`src/rtl/mmio_uart_pkg.sv`:
```
// Shared constants and types for the memory-mapped UART transmitter.
package mmio_uart_pkg;

  // Register offsets inside the 16-byte window
  localparam logic [3:0] OFS_TXDATA = 4'h0;
  localparam logic [3:0] OFS_STATUS = 4'h4;
  localparam logic [3:0] OFS_BAUD   = 4'h8;

  // STATUS bit positions
  localparam int unsigned STAT_FULL    = 0;
  localparam int unsigned STAT_EMPTY   = 1;
  localparam int unsigned STAT_BUSY    = 2;
  localparam int unsigned STAT_OVF     = 3;
  localparam int unsigned STAT_CNT_LSB = 8;

  // Store funct3 encodings
  localparam logic [2:0] ST_SB = 3'b000;
  localparam logic [2:0] ST_SH = 3'b001;
  localparam logic [2:0] ST_SW = 3'b010;

  typedef enum logic [1:0] {IDLE, START, DATA, STOP} uart_state_t;

  // Only SB/SH/SW are real stores; other codes must not touch registers
  function automatic logic is_store_type(input logic [2:0] t);
    return (t == ST_SB) || (t == ST_SH) || (t == ST_SW);
  endfunction

endpackage

```
`src/rtl/sync_fifo.sv`:
```
// Single-clock FIFO; a push into a full FIFO is accepted when a pop happens on the same edge.
module sync_fifo #(
  parameter int unsigned WIDTH = 8,
  parameter int unsigned DEPTH = 8
) (
  input  logic                       clk_i,
  input  logic                       rst_i,
  input  logic                       push_i,
  input  logic [WIDTH-1:0]           wdata_i,
  input  logic                       pop_i,
  output logic [WIDTH-1:0]           rdata_o,
  output logic                       full_o,
  output logic                       empty_o,
  output logic [$clog2(DEPTH+1)-1:0] count_o
);

  localparam int unsigned AW = $clog2(DEPTH);
  localparam int unsigned CW = $clog2(DEPTH + 1);

  logic [WIDTH-1:0] mem_q [DEPTH];
  logic [AW-1:0]    wr_ptr_q, wr_ptr_d;
  logic [AW-1:0]    rd_ptr_q, rd_ptr_d;
  logic [CW-1:0]    count_q, count_d;
  logic             do_push, do_pop;

  assign full_o  = (count_q == CW'(DEPTH));
  assign empty_o = (count_q == '0);
  assign do_pop  = pop_i && !empty_o;
  assign do_push = push_i && (!full_o || do_pop);
  assign rdata_o = mem_q[rd_ptr_q];
  assign count_o = count_q;

  // Pointer and occupancy next state; pointers wrap naturally (DEPTH is a power of two)
  always_comb begin
    wr_ptr_d = wr_ptr_q;
    rd_ptr_d = rd_ptr_q;
    count_d  = count_q;
    if (do_push) wr_ptr_d = wr_ptr_q + 1'b1;
    if (do_pop)  rd_ptr_d = rd_ptr_q + 1'b1;
    case ({do_push, do_pop})
      2'b10:   count_d = count_q + 1'b1;
      2'b01:   count_d = count_q - 1'b1;
      default: count_d = count_q;
    endcase
  end

  // Pointer and occupancy registers
  always_ff @(posedge clk_i) begin
    if (rst_i) begin
      wr_ptr_q <= '0;
      rd_ptr_q <= '0;
      count_q  <= '0;
    end else begin
      wr_ptr_q <= wr_ptr_d;
      rd_ptr_q <= rd_ptr_d;
      count_q  <= count_d;
    end
  end

  // Storage array, no reset needed: contents are only visible through count
  always_ff @(posedge clk_i) begin
    if (do_push) mem_q[wr_ptr_q] <= wdata_i;
  end

endmodule

```
`src/rtl/mmio_uart_tx.sv`:
```
// Memory-mapped 8N1 UART transmitter sitting beside data memory on the store port.
module mmio_uart_tx
  import mmio_uart_pkg::*;
#(
  parameter logic [31:0] BASE_ADDR   = 32'h1000_0000,
  parameter int unsigned FIFO_DEPTH  = 8,
  parameter logic [15:0] DEFAULT_DIV = 16'd868
) (
  input  logic        clk,
  input  logic        reset,
  input  logic        mem_write_en,
  input  logic [2:0]  s_type,
  input  logic [31:0] mem_addr,
  input  logic [31:0] mem_wdata,
  output logic        hit,
  output logic [31:0] rdata,
  output logic        tx
);

  localparam int unsigned CW = $clog2(FIFO_DEPTH + 1);

  logic [3:0]  offset;
  logic        wr_en, push_req, clr_ovf, baud_wr;
  logic [15:0] div_q, div_d;
  logic        ovf_q, ovf_d;
  logic [31:0] status;

  logic          fifo_pop, fifo_full, fifo_empty;
  logic [7:0]    fifo_rdata;
  logic [CW-1:0] fifo_count;

  uart_state_t state_q, state_d;
  logic [15:0] cnt_q, cnt_d;
  logic [15:0] bit_div_q, bit_div_d;
  logic [2:0]  bit_cnt_q, bit_cnt_d;
  logic [7:0]  shift_q, shift_d;
  logic        tx_q, tx_d;

  logic unused_wdata;
  assign unused_wdata = ^mem_wdata[31:16];

  assign hit      = (mem_addr[31:4] == BASE_ADDR[31:4]);
  assign offset   = mem_addr[3:0];
  assign wr_en    = mem_write_en && hit && is_store_type(s_type);
  assign push_req = wr_en && (offset == OFS_TXDATA);
  assign clr_ovf  = wr_en && (offset == OFS_STATUS);
  assign baud_wr  = wr_en && (offset == OFS_BAUD) && (s_type != ST_SB);

  sync_fifo #(
    .WIDTH (8),
    .DEPTH (FIFO_DEPTH)
  ) u_fifo (
    .clk_i   (clk),
    .rst_i   (reset),
    .push_i  (push_req),
    .wdata_i (mem_wdata[7:0]),
    .pop_i   (fifo_pop),
    .rdata_o (fifo_rdata),
    .full_o  (fifo_full),
    .empty_o (fifo_empty),
    .count_o (fifo_count)
  );

  // Config/status next state; a zero divisor would stall the bit counter, so store 1
  always_comb begin
    div_d = div_q;
    ovf_d = ovf_q;
    if (baud_wr) div_d = (mem_wdata[15:0] == 16'd0) ? 16'd1 : mem_wdata[15:0];
    if (clr_ovf) begin
      ovf_d = 1'b0;
    end else if (push_req && fifo_full && !fifo_pop) begin
      ovf_d = 1'b1;
    end
  end

  // Config/status registers
  always_ff @(posedge clk) begin
    if (reset) begin
      div_q <= DEFAULT_DIV;
      ovf_q <= 1'b0;
    end else begin
      div_q <= div_d;
      ovf_q <= ovf_d;
    end
  end

  // STATUS word assembly
  always_comb begin
    status                        = '0;
    status[STAT_FULL]             = fifo_full;
    status[STAT_EMPTY]            = fifo_empty;
    status[STAT_BUSY]             = (state_q != IDLE);
    status[STAT_OVF]              = ovf_q;
    status[STAT_CNT_LSB +: 8]     = 8'(fifo_count);
  end

  // Combinational read mux; reads never alter state
  always_comb begin
    rdata = '0;
    if (hit) begin
      case (offset)
        OFS_STATUS: rdata = status;
        OFS_BAUD:   rdata = {16'b0, div_q};
        default:    rdata = '0;
      endcase
    end
  end

  // Transmit FSM next state: each bit lasts bit_div clocks via a down-counter
  always_comb begin
    state_d   = state_q;
    cnt_d     = cnt_q;
    bit_div_d = bit_div_q;
    bit_cnt_d = bit_cnt_q;
    shift_d   = shift_q;
    tx_d      = tx_q;
    fifo_pop  = 1'b0;
    unique case (state_q)
      IDLE: begin
        tx_d = 1'b1;
        if (!fifo_empty) begin
          fifo_pop  = 1'b1;
          shift_d   = fifo_rdata;
          bit_div_d = div_q;
          cnt_d     = div_q - 16'd1;
          bit_cnt_d = 3'd0;
          tx_d      = 1'b0;
          state_d   = START;
        end
      end
      START: begin
        if (cnt_q == 16'd0) begin
          cnt_d   = bit_div_q - 16'd1;
          tx_d    = shift_q[0];
          state_d = DATA;
        end else begin
          cnt_d = cnt_q - 16'd1;
        end
      end
      DATA: begin
        if (cnt_q == 16'd0) begin
          cnt_d = bit_div_q - 16'd1;
          if (bit_cnt_q == 3'd7) begin
            tx_d    = 1'b1;
            state_d = STOP;
          end else begin
            shift_d   = shift_q >> 1;
            tx_d      = shift_q[1];
            bit_cnt_d = bit_cnt_q + 3'd1;
          end
        end else begin
          cnt_d = cnt_q - 16'd1;
        end
      end
      STOP: begin
        if (cnt_q == 16'd0) begin
          tx_d    = 1'b1;
          state_d = IDLE;
        end else begin
          cnt_d = cnt_q - 16'd1;
        end
      end
    endcase
  end

  // Transmit FSM registers; tx is registered so the pin is glitch-free
  always_ff @(posedge clk) begin
    if (reset) begin
      state_q   <= IDLE;
      cnt_q     <= '0;
      bit_div_q <= '0;
      bit_cnt_q <= '0;
      shift_q   <= '0;
      tx_q      <= 1'b1;
    end else begin
      state_q   <= state_d;
      cnt_q     <= cnt_d;
      bit_div_q <= bit_div_d;
      bit_cnt_q <= bit_cnt_d;
      shift_q   <= shift_d;
      tx_q      <= tx_d;
    end
  end

  assign tx = tx_q;

endmodule

```
`config.mk`:
```
export PLATFORM = sky130hd
export DESIGN_NAME = mmio_uart_tx
export DESIGN_NICKNAME = d
export VERILOG_FILES = /design/src/rtl/mmio_uart_pkg.sv /design/src/rtl/sync_fifo.sv /design/src/rtl/mmio_uart_tx.sv
export SDC_FILE = /design/constraint.sdc
export NUM_CORES = 1
export LEC_CHECK = 0
export BUFFER_PORTS_ARGS = -buffer_cell sky130_fd_sc_hd__clkbuf_2
export CORE_MARGIN = 3
export CORE_UTILIZATION = 60
export CTS_CLUSTER_SIZE = 20
export DETAILED_ROUTE_END_ITERATION = 10
export PLACE_DENSITY = 0.88
export SYNTH_ARGS = -nofsm -noshare
export SYNTH_HDL_FRONTEND = slang
export SYNTH_SLANG_ARGS = --single-unit
```
`constraint.sdc`:
```
create_clock -name clk -period 8.2 [get_ports clk]
set_clock_uncertainty 0.2 [all_clocks]
set_input_delay 0.82 -clock clk [delete_from_list [all_inputs] [get_ports clk]]
set_output_delay 0.82 -clock clk [all_outputs]
set_load 0.02 [all_outputs]
```
# Word-level counts from Yosys, hierarchy flattened
# Memory sizes are Yosys's and may differ from the RTL's. A register that Yosys moved wholly into a read port is not among the register bits.
# Index checks and enable logic that the tools add are counted.
word_totals:
  ff_bits: 73
  ramBits: 64
  input_bits: 70
  n_memories: 1
mem_list:
  columns: ["memory", "words", "word_bits", "read_ports", "rd_clocked_by_memory_dff", "wr", "line", "rtl"]
  rows:
  - ["u_fifo.mem_q", 8, 8, 1, 1, 1, "sync_fifo.sv:20", "logic [WIDTH-1:0] mem_q [DEPTH];"]
op_classes:
  n_reduce_logical: 33
  mux: 34
  n_eq_ne: 19
  add_sub_neg: 8
  bitwise: 1
ops:
  columns: ["op", "n"]
  rows:
  - ["$mux W16", 5]
  - ["$pmux W16 S3", 1]
  - ["$sub A16 B1 Y16 const B", 3]
  - ["$logic_not A16 Y1", 2]
  - ["$pmux W16 S2", 1]
  - ["$eq A28 B25 Y1 const B", 1]
  - ["$mux W8", 3]
  - ["$pmux W8 S2", 1]
  - ["$mux W3", 5]
  - ["$ne A2 B2 Y1 const B", 7]
  - ["$logic_and A1 B1 Y1", 10]
  - ["$mux W2", 5]
  - ["$add A3 B1 Y3 const B", 3]
  - ["$mux W1", 9]
  - ["$eq A4 B4 Y1 const B", 2]
  - ["$logic_not A4 Y1", 2]
  - ["$pmux W2 S4", 1]
  - ["$pmux W4 S2", 1]
  - ["$eq A2 B2 Y1 const B", 3]
  - ["$pmux W3 S2", 1]
  - ["$reduce_bool A2 Y1", 3]
  - ["$reduce_and A5 Y1", 1]
  - ["$add A4 B1 Y4 const B", 1]
  - ["$eq A2 B1 Y1 const B", 2]
  - ["other kinds (16)", 22]

# Longest topological paths before layout
# Gate-level depths: netlist of the first run.
depth:
  depth_word: 8
  mapped_depth: 13

# Cells and area by module
# A second synthesis of the first run with hierarchy kept.
unflattened:
  cells_unflattened: 710
  area_unflattened_um2: 7334.5
by_module_without_submodules:
  columns: ["module", "area_each_um2", "n_inst", "cells_each", "seq_area_each_um2"]
  rows:
  - ["mmio_uart_tx", 4131.5, 1, 534, 1261.2]
  - ["sync_fifo", 3203.1, 1, 176, 2182.1]

# Least setup slack after synthesis of the first run
# OpenSTA, ideal clock, no wires.
synth_path:
  path_type: "input to register"
  startpoint: "input mem_addr[1]"
  endpoint: "register u_fifo.count_q[2] (netlist: u_fifo.count_o[2])"
  arrival_ps: 3028
  n_path_buf: 0
  cell_stages: 10
  required_time_ps: 7872
  setup_ps: 128
  setup_slack_ps: 4845
  cell_sequence: "or4_1 > a211o_1 > or3_1 > nand2_1 > xnor2_1 > ha_1 > or3_1 > mux2i_1 > xnor2_1 > nor2_1"
synth_between:
  elab_chain_cells: 5
synth_lines:
  columns: ["item", "line", "rtl"]
  rows:
  - ["from (decl)", "mmio_uart_tx.sv:13", "input logic [31:0] mem_addr,"]
  - ["$logic_not A4 Y1 (*)", "mmio_uart_tx.sv:45", "assign push_req = wr_en && (offset == OFS_TXDATA);"]
  - ["$logic_and A1 B1 Y1 (*)", "mmio_uart_tx.sv:45", null]
  - ["$logic_and A1 B1 Y1 (*)", "sync_fifo.sv:29", "assign do_push = push_i && (!full_o || do_pop);"]
  - ["$eq A2 B1 Y1 / $eq A2 B2 Y1 (equally long branches)", "sync_fifo.sv:40", "case ({do_push, do_pop})"]
  - ["$pmux W4 S2 / $reduce_bool A2 Y1 (equally long branches)", null, null]
  - ["to (signal assigned)", "sync_fifo.sv:56", "count_q <= count_d;"]
  - ["to (decl)", "sync_fifo.sv:23", "logic [CW-1:0] count_q, count_d;"]
# Mark *: on every way between the ends. The rest lies on a longest branch, timed or not.
# A chain may end at the register's enable or synchronous reset.

# Worst setup path in the final report of the first run
layout_path:
  startpoint: "input mem_addr[13]"
  endpoint: "output rdata[4]"
layout_between:
  elab_chain_cells: 2
layout_lines:
  columns: ["item", "line", "rtl"]
  rows:
  - ["$eq A28 B25 Y1", "mmio_uart_tx.sv:42", "assign hit = (mem_addr[31:4] == BASE_ADDR[31:4]);"]
  - ["$mux W16", "mmio_uart_tx.sv:100", "if (hit) begin"]
  - ["to (decl)", "mmio_uart_tx.sv:16", "output logic [31:0] rdata,"]
# Every way passes these cells.

==> results.yml, run 1 <==
die:
  core-area_sq_mm: 0.0116
  num_rows: 39
  die_x_um: 116
  die_y_um: 116
  initial_core_util: 0.623
  dieArea_sq_mm: 0.0134
  ios: 104
power:
  power_mw: 2.70
  p_leak_nw: 3.03
  p_per_area_mw_per_mm2: 332
  peakVddDrop_mv: 0.175
synth:
  yosysSeqAreaShare: 0.478
  synthArstFlopShare: 0
  synthCells: 715
  synth_cell_types: 62
  synth-seq-cells: 140
  yosysWarnings: 0
  syn_avg_cell_area_sq_um: 10.1
  synth_flop_cell: "dfxtp_1"
  syn_area_sq_mm: 0.00720
  synth_edf_count: 64
final_layout:
  layout.cells.most_common: "nor2_1"
  diodes: 0
  drive_above_1_share: 0.187
  final_cell_mix: "nor2_1 (83), dfxtp_1 (76), clkbuf_2 (71)"
  final_area_sq_mm: 0.00814
  fin_nets: 850
  nFillCells: 742
  area_growth_pct: 13.0
clock_tree:
  clkTransAtPathRegs_ps: 60
  h-tree-depth: 4
  ctsHoldBuffers: 0
  cts_root_buf: "clkbuf_16"
  cts.sink_count: 140
  post_cts_buffers: 0
  clk-insertion-delay-late_ps: 430
  cts_tree: "yes"
  cts.repair.resized: 0
  clockBufferDepth: 2
  cts_made_buffers: 17
sta:
  timing.fmax_mhz: 284
  setup_violations: 0
  hold_slack_ps: 293
  hold_violations: 0
  period_needed_ps: 3530
  rsz0062_at_grt: "false"
  worstMarginPinSlew_ps: 1280
  fin_crit_sh: 0.430
  slew_headroom: 0.139
  slew_viol_final: 0
  setup_tns_ps: 0
global_routing:
  top_usage_layer: "met2"
  grt_pass1_vias: 5798
  antenna_found_initial: 0
  grt_max_degree: 79
  met2_usage: 0.485
  grt.overflow.total: 0
  grtUsageMet1: 0.351
  grt_pass1_wl_mm: 29.7
  gr-usage-met3: 0.0789
  grt_usage: 0.291
drt:
  first_iter_violations: 764
  ant_nets: 0
  via_per_inst: 6.56
  drt-pass1-iter-count: 6
  vias: 6058
  drc_errors: 0
  wirelength_mm: 18.8
  wl_per_cell_um: 20.4
worst_setup_path:
  critPathLaunchType: "primary input"
  arrival_ps: 2510
  cp-end-kind: "output pin"
  critPathRequiredTime_ps: 7180
  path_class: "primary input to output pin"
  worst-path-max-fanout: 11
placement:
  gp_congestion: 0.959
  dp_hpwl_mm: 12.4
  io_buffers: 71
  place_area_sq_mm: 0.00754
run_status:
  outcome: "finished clean"
worst_hold_path:
  hold_class: "register to register"
job:
  maxCapViolCount: 0
state kept, by name (all words and copies together), names as in the netlist, 4 cells and up, named ones only:
name / flops
u_fifo.mem_q: 64
bit_div_q: 16
cnt_q: 16
div_q: 16
shift_q: 8
u_fifo.count_o: 4
metrics by stage:
stage	util	worst slack, ps	cells
2_1_floorplan	-	4840	730
3_3_place_gp	0.652	4360	891
3_5_place_dp	0.652	4130	891
4_1_cts	0.703	4570	923
5_1_grt	0.704	4510	923
6_report	0.704	4670	923
cell type report:
type	count	area (sq um)	share of cell area
clock inverters	15	168	0.0206
multi-input cells	512	3440	0.423
well taps	143	179	0.0220
flip-flops and latches	140	3440	0.423
inverters	16	60.1	0.00738
repair buffers	80	423	0.0520
clock buffers	17	425	0.0523
cell families (layout without fill, tap and decap cells):
group | after synthesis | in the layout | share of synthesized area
DFF | 140 | 140 | 0.478
other | 1 | 16 | 0.000521
buffers and inverters | 78 | 128 | 0.0528
AOI/OAI and AO/OA | 127 | 127 | 0.118
and+or+nand+nor | 269 | 269 | 0.187
adders and majority gates | 13 | 13 | 0.0226
muxes | 46 | 46 | 0.0919
xor gates and xnor gates | 41 | 41 | 0.0498
synth_stat cells, drive strengths merged, types with 6 or more instances:
library cell	n	area (sq um)
edfxtp	64	1920
a221o	6	60.1
nor4	26	175
or4	9	71.3
nor3	18	90.1
nor2	83	312
a21oi	36	180
buf	23	173
or3	8	50.1
nand2b	6	37.5
a22oi	20	150
mux4	16	360
nand3	19	95.1
and3	9	56.3
xnor2	24	210
nand2	64	240
dfxtp	76	1520
clkbuf	39	148
inv	13	48.8
mux2i	29	290
ha	13	163
o21ai	22	118
xor2	17	149
metal layers:
| layer | part of all wire | wire length [um] | vias up |
|---|---|---|---|
| li1 | - | - | 2727 |
| met1 | 0.38 | 7070 | 2867 |
| met2 | 0.49 | 9250 | 400 |
| met3 | 0.096 | 1810 | 64 |
| met4 | 0.037 | 694 | 0 |
| met5 | 0 | 0 | - |
report_power, final:
part | leakage (nW) | internal (mW) | switching (mW)
combinational | 1.55 | 0.402 | 0.649
clock | 0.287 | 0.408 | 0.344
sequential | 1.19 | 0.801 | 0.0968
total | 3.03 | 1.61 | 1.09
critical path, cell delays in order:
cell,delay (ps)
clkbuf_2,80
nor4_1,290
nand4_1,250
or2_2,450
clkinv_1,210
and3_1,230
clkbuf_2,180
path summary, 6_finish.rpt:
check,startpoint,depth (start not counted),slack (ps),endpoint
max,mem_addr[13],7,4670,rdata[4]
max reg2reg,cnt_q[0],8,4870,cnt_q[10]
min,u_fifo.rd_ptr_q[1],2,290,register
min reg2reg,u_fifo.rd_ptr_q[1],2,290,register
(Power assumes the default switching activity.)
==> run 2: changes to the inputs <==
--- a/config.mk
+++ b/config.mk
@@ -7,10 +7,10 @@
 export LEC_CHECK = 0
 export BUFFER_PORTS_ARGS = -buffer_cell sky130_fd_sc_hd__clkbuf_2
 export CORE_MARGIN = 3
-export CORE_UTILIZATION = 60
+export CORE_UTILIZATION = 52
 export CTS_CLUSTER_SIZE = 20
 export DETAILED_ROUTE_END_ITERATION = 10
-export PLACE_DENSITY = 0.88
+export PLACE_DENSITY = 0.81
 export SYNTH_ARGS = -nofsm -noshare
 export SYNTH_HDL_FRONTEND = slang
 export SYNTH_SLANG_ARGS = --single-unit
==> constraint.sdc (replaced) <==
create_clock -name clk -period 3.14 [get_ports clk]
set_clock_uncertainty 0.2 [all_clocks]
set_input_delay 0.314 -clock clk [delete_from_list [all_inputs] [get_ports clk]]
set_output_delay 0.314 -clock clk [all_outputs]
set_load 0.02 [all_outputs]
==> run 2 against run 1 <==
Hold slack worse by 270 ps. Worst setup slack lost 4400 ps. Clock-buffer cell count is the same. Non-clock buffer count increased by 28. Combinational power rose to 2.7 times the previous value. Cell count rose by 6.6%. Sequential share of layout area is 1.3 points lower. Cell area grew 3.2%. Sequential power grew to 2.6 times the previous value. Critical path type is now register to register. Largest power group unchanged. Highest routed layer unchanged.
==> results.yml, run 2 (same netlist as run 1, synthesis figures left out) <==
run_status:
  outcome: "finished clean"
worst_setup_path:
  path_class: "register to register"
  arrival_ps: 2990
  r2r_setup_slack_ps: 250
  r2r-start: "cnt_q[0]"
  reg2reg_depth: 8
  reg2reg_to: "bit_cnt_q[1]"
  worst-path-max-fanout: 11
  cp-end-kind: "register"
  critPathLaunchType: "register"
  critPathRequiredTime_ps: 3240
placement:
  dp_hpwl_mm: 12.1
  gp_congestion: 0.933
  io_buffers: 71
  post-place-ws_ps: 132
worst_hold_path:
  holdCritStartpoint: "mem_wdata[2]"
  whs_endpoint: "u_fifo.mem_q[4][2]"
  hold_class: "primary input to register"
  min_path_cells: 1
sta:
  setup_tns_ps: 0
  slew_headroom: 0.536
  period_needed_ps: 2890
  fin_crit_sh: 0.921
  hold_violations: 0
  rsz0062_at_grt: "false"
  worst_slack_ps: 250
  worstMarginPinSlew_ps: 695
  slew_viol_final: 0
  timing.fmax_mhz: 346
  setup_violations: 0
final_layout:
  final_cell_mix: "nor2_1 (83), dfxtp_1 (76), clkbuf_2 (71)"
  largest_reg_flops: 64
  drive_above_1_share: 0.200
  largest_register: "u_fifo.mem_q"
  layout.cells.most_common: "nor2_1"
  fin_nets: 878
  nFillCells: 1043
  area_growth_pct: 16.6
  diodes: 0
global_routing:
  grt.overflow.total: 0
  grtUsageMet1: 0.335
  met2_usage: 0.383
  gr-usage-met3: 0.0559
  grt_pass1_vias: 5536
  grt_pass1_wl_mm: 28.6
  top_usage_layer: "met2"
  grt_usage: 0.246
  antenna_found_initial: 0
  grt_max_degree: 36
drt:
  wirelength_mm: 17.8
  drt-pass1-iter-count: 5
  ant_nets: 0
  drc_errors: 0
  via_per_inst: 6.00
  wl_per_cell_um: 18.1
  vias: 5900
  first_iter_violations: 585
clock_tree:
  cts_tree: "yes"
  cts.repair.resized: 0
  clk-insertion-delay-late_ps: 430
  clockBufferDepth: 2
  clkTransAtPathRegs_ps: 60
  cts_root_buf: "clkbuf_16"
  ctsHoldBuffers: 8
  h-tree-depth: 4
  cts_made_buffers: 17
  cts.sink_count: 140
  post_cts_buffers: 0
die:
  die_x_um: 124
  dieArea_sq_mm: 0.0153
  ios: 104
  core-area_sq_mm: 0.0134
  die_y_um: 124
  initial_core_util: 0.538
  num_rows: 42
power:
  peakVddDrop_mv: 0.524
  p_per_area_mw_per_mm2: 849
  power_mw: 7.13
  p_leak_nw: 3.15
job:
  maxCapViolCount: 0
==> run 2: metrics by stage <==
step | area, sq um | util | hold slack [ps] | cells
after detailed placement | 7730 | 0.577 | 279 | 944
after global placement | 7730 | 0.577 | 267 | 944
after floorplan | 7260 | - | 213 | 730
after CTS | 8400 | 0.627 | 14.0 | 984
after global routing | 8400 | 0.627 | 26.9 | 984
final | 8400 | 0.627 | 21.2 | 984
==> run 2: critical path: stages, from the launching register on <==
cell     delay (ps)
dfxtp_1         350
inv_1           120
ha_1            140
or4b_4          470
or4_1           710
nor3b_2         260
o21ai_2         220
a22oi_1         230
nor2_1           60
==> run 2: cell type report <==
type                            count  area [sq um]  share of cell area
Inverter                           16          60.1             0.00715
Timing Repair Buffer              108           653              0.0778
Tap cell                          176           220              0.0262
Clock inverter                     15           160              0.0191
Clock buffer                       17           425              0.0506
Multi-Input combinational cell    512          3440               0.409
Sequential cell                   140          3440               0.410
==> run 2: how the worst max path moves through the flow <==
stage / cells after the start / startpoint / end / slack [ps]
final: 8 / cnt_q[0] / bit_cnt_q[1] / 250
after CTS: 8 / cnt_q[0] / bit_cnt_q[1] / 250
after global placement: 11 / mem_addr[1] / u_fifo.count_o[2] / 120
after floorplan: 10 / mem_addr[1] / u_fifo.count_o[2] / 290
after global routing: 8 / cnt_q[0] / bit_cnt_q[1] / 100
after detailed placement: 11 / mem_addr[1] / u_fifo.count_o[2] / 130
==> run 2: per-layer routing <==
layer	wire, um	part of all wire
met2	8450	0.47
met4	527	0.030
met3	1140	0.064
met1	7730	0.43
met5	0	0
==> run 2: report_power, final <==
group | internal, mW | switching, mW | leakage [nW]
clock network | 1.18 | 0.818 | 0.284
registers | 2.09 | 0.239 | 1.19
logic | 1.12 | 1.68 | 1.68
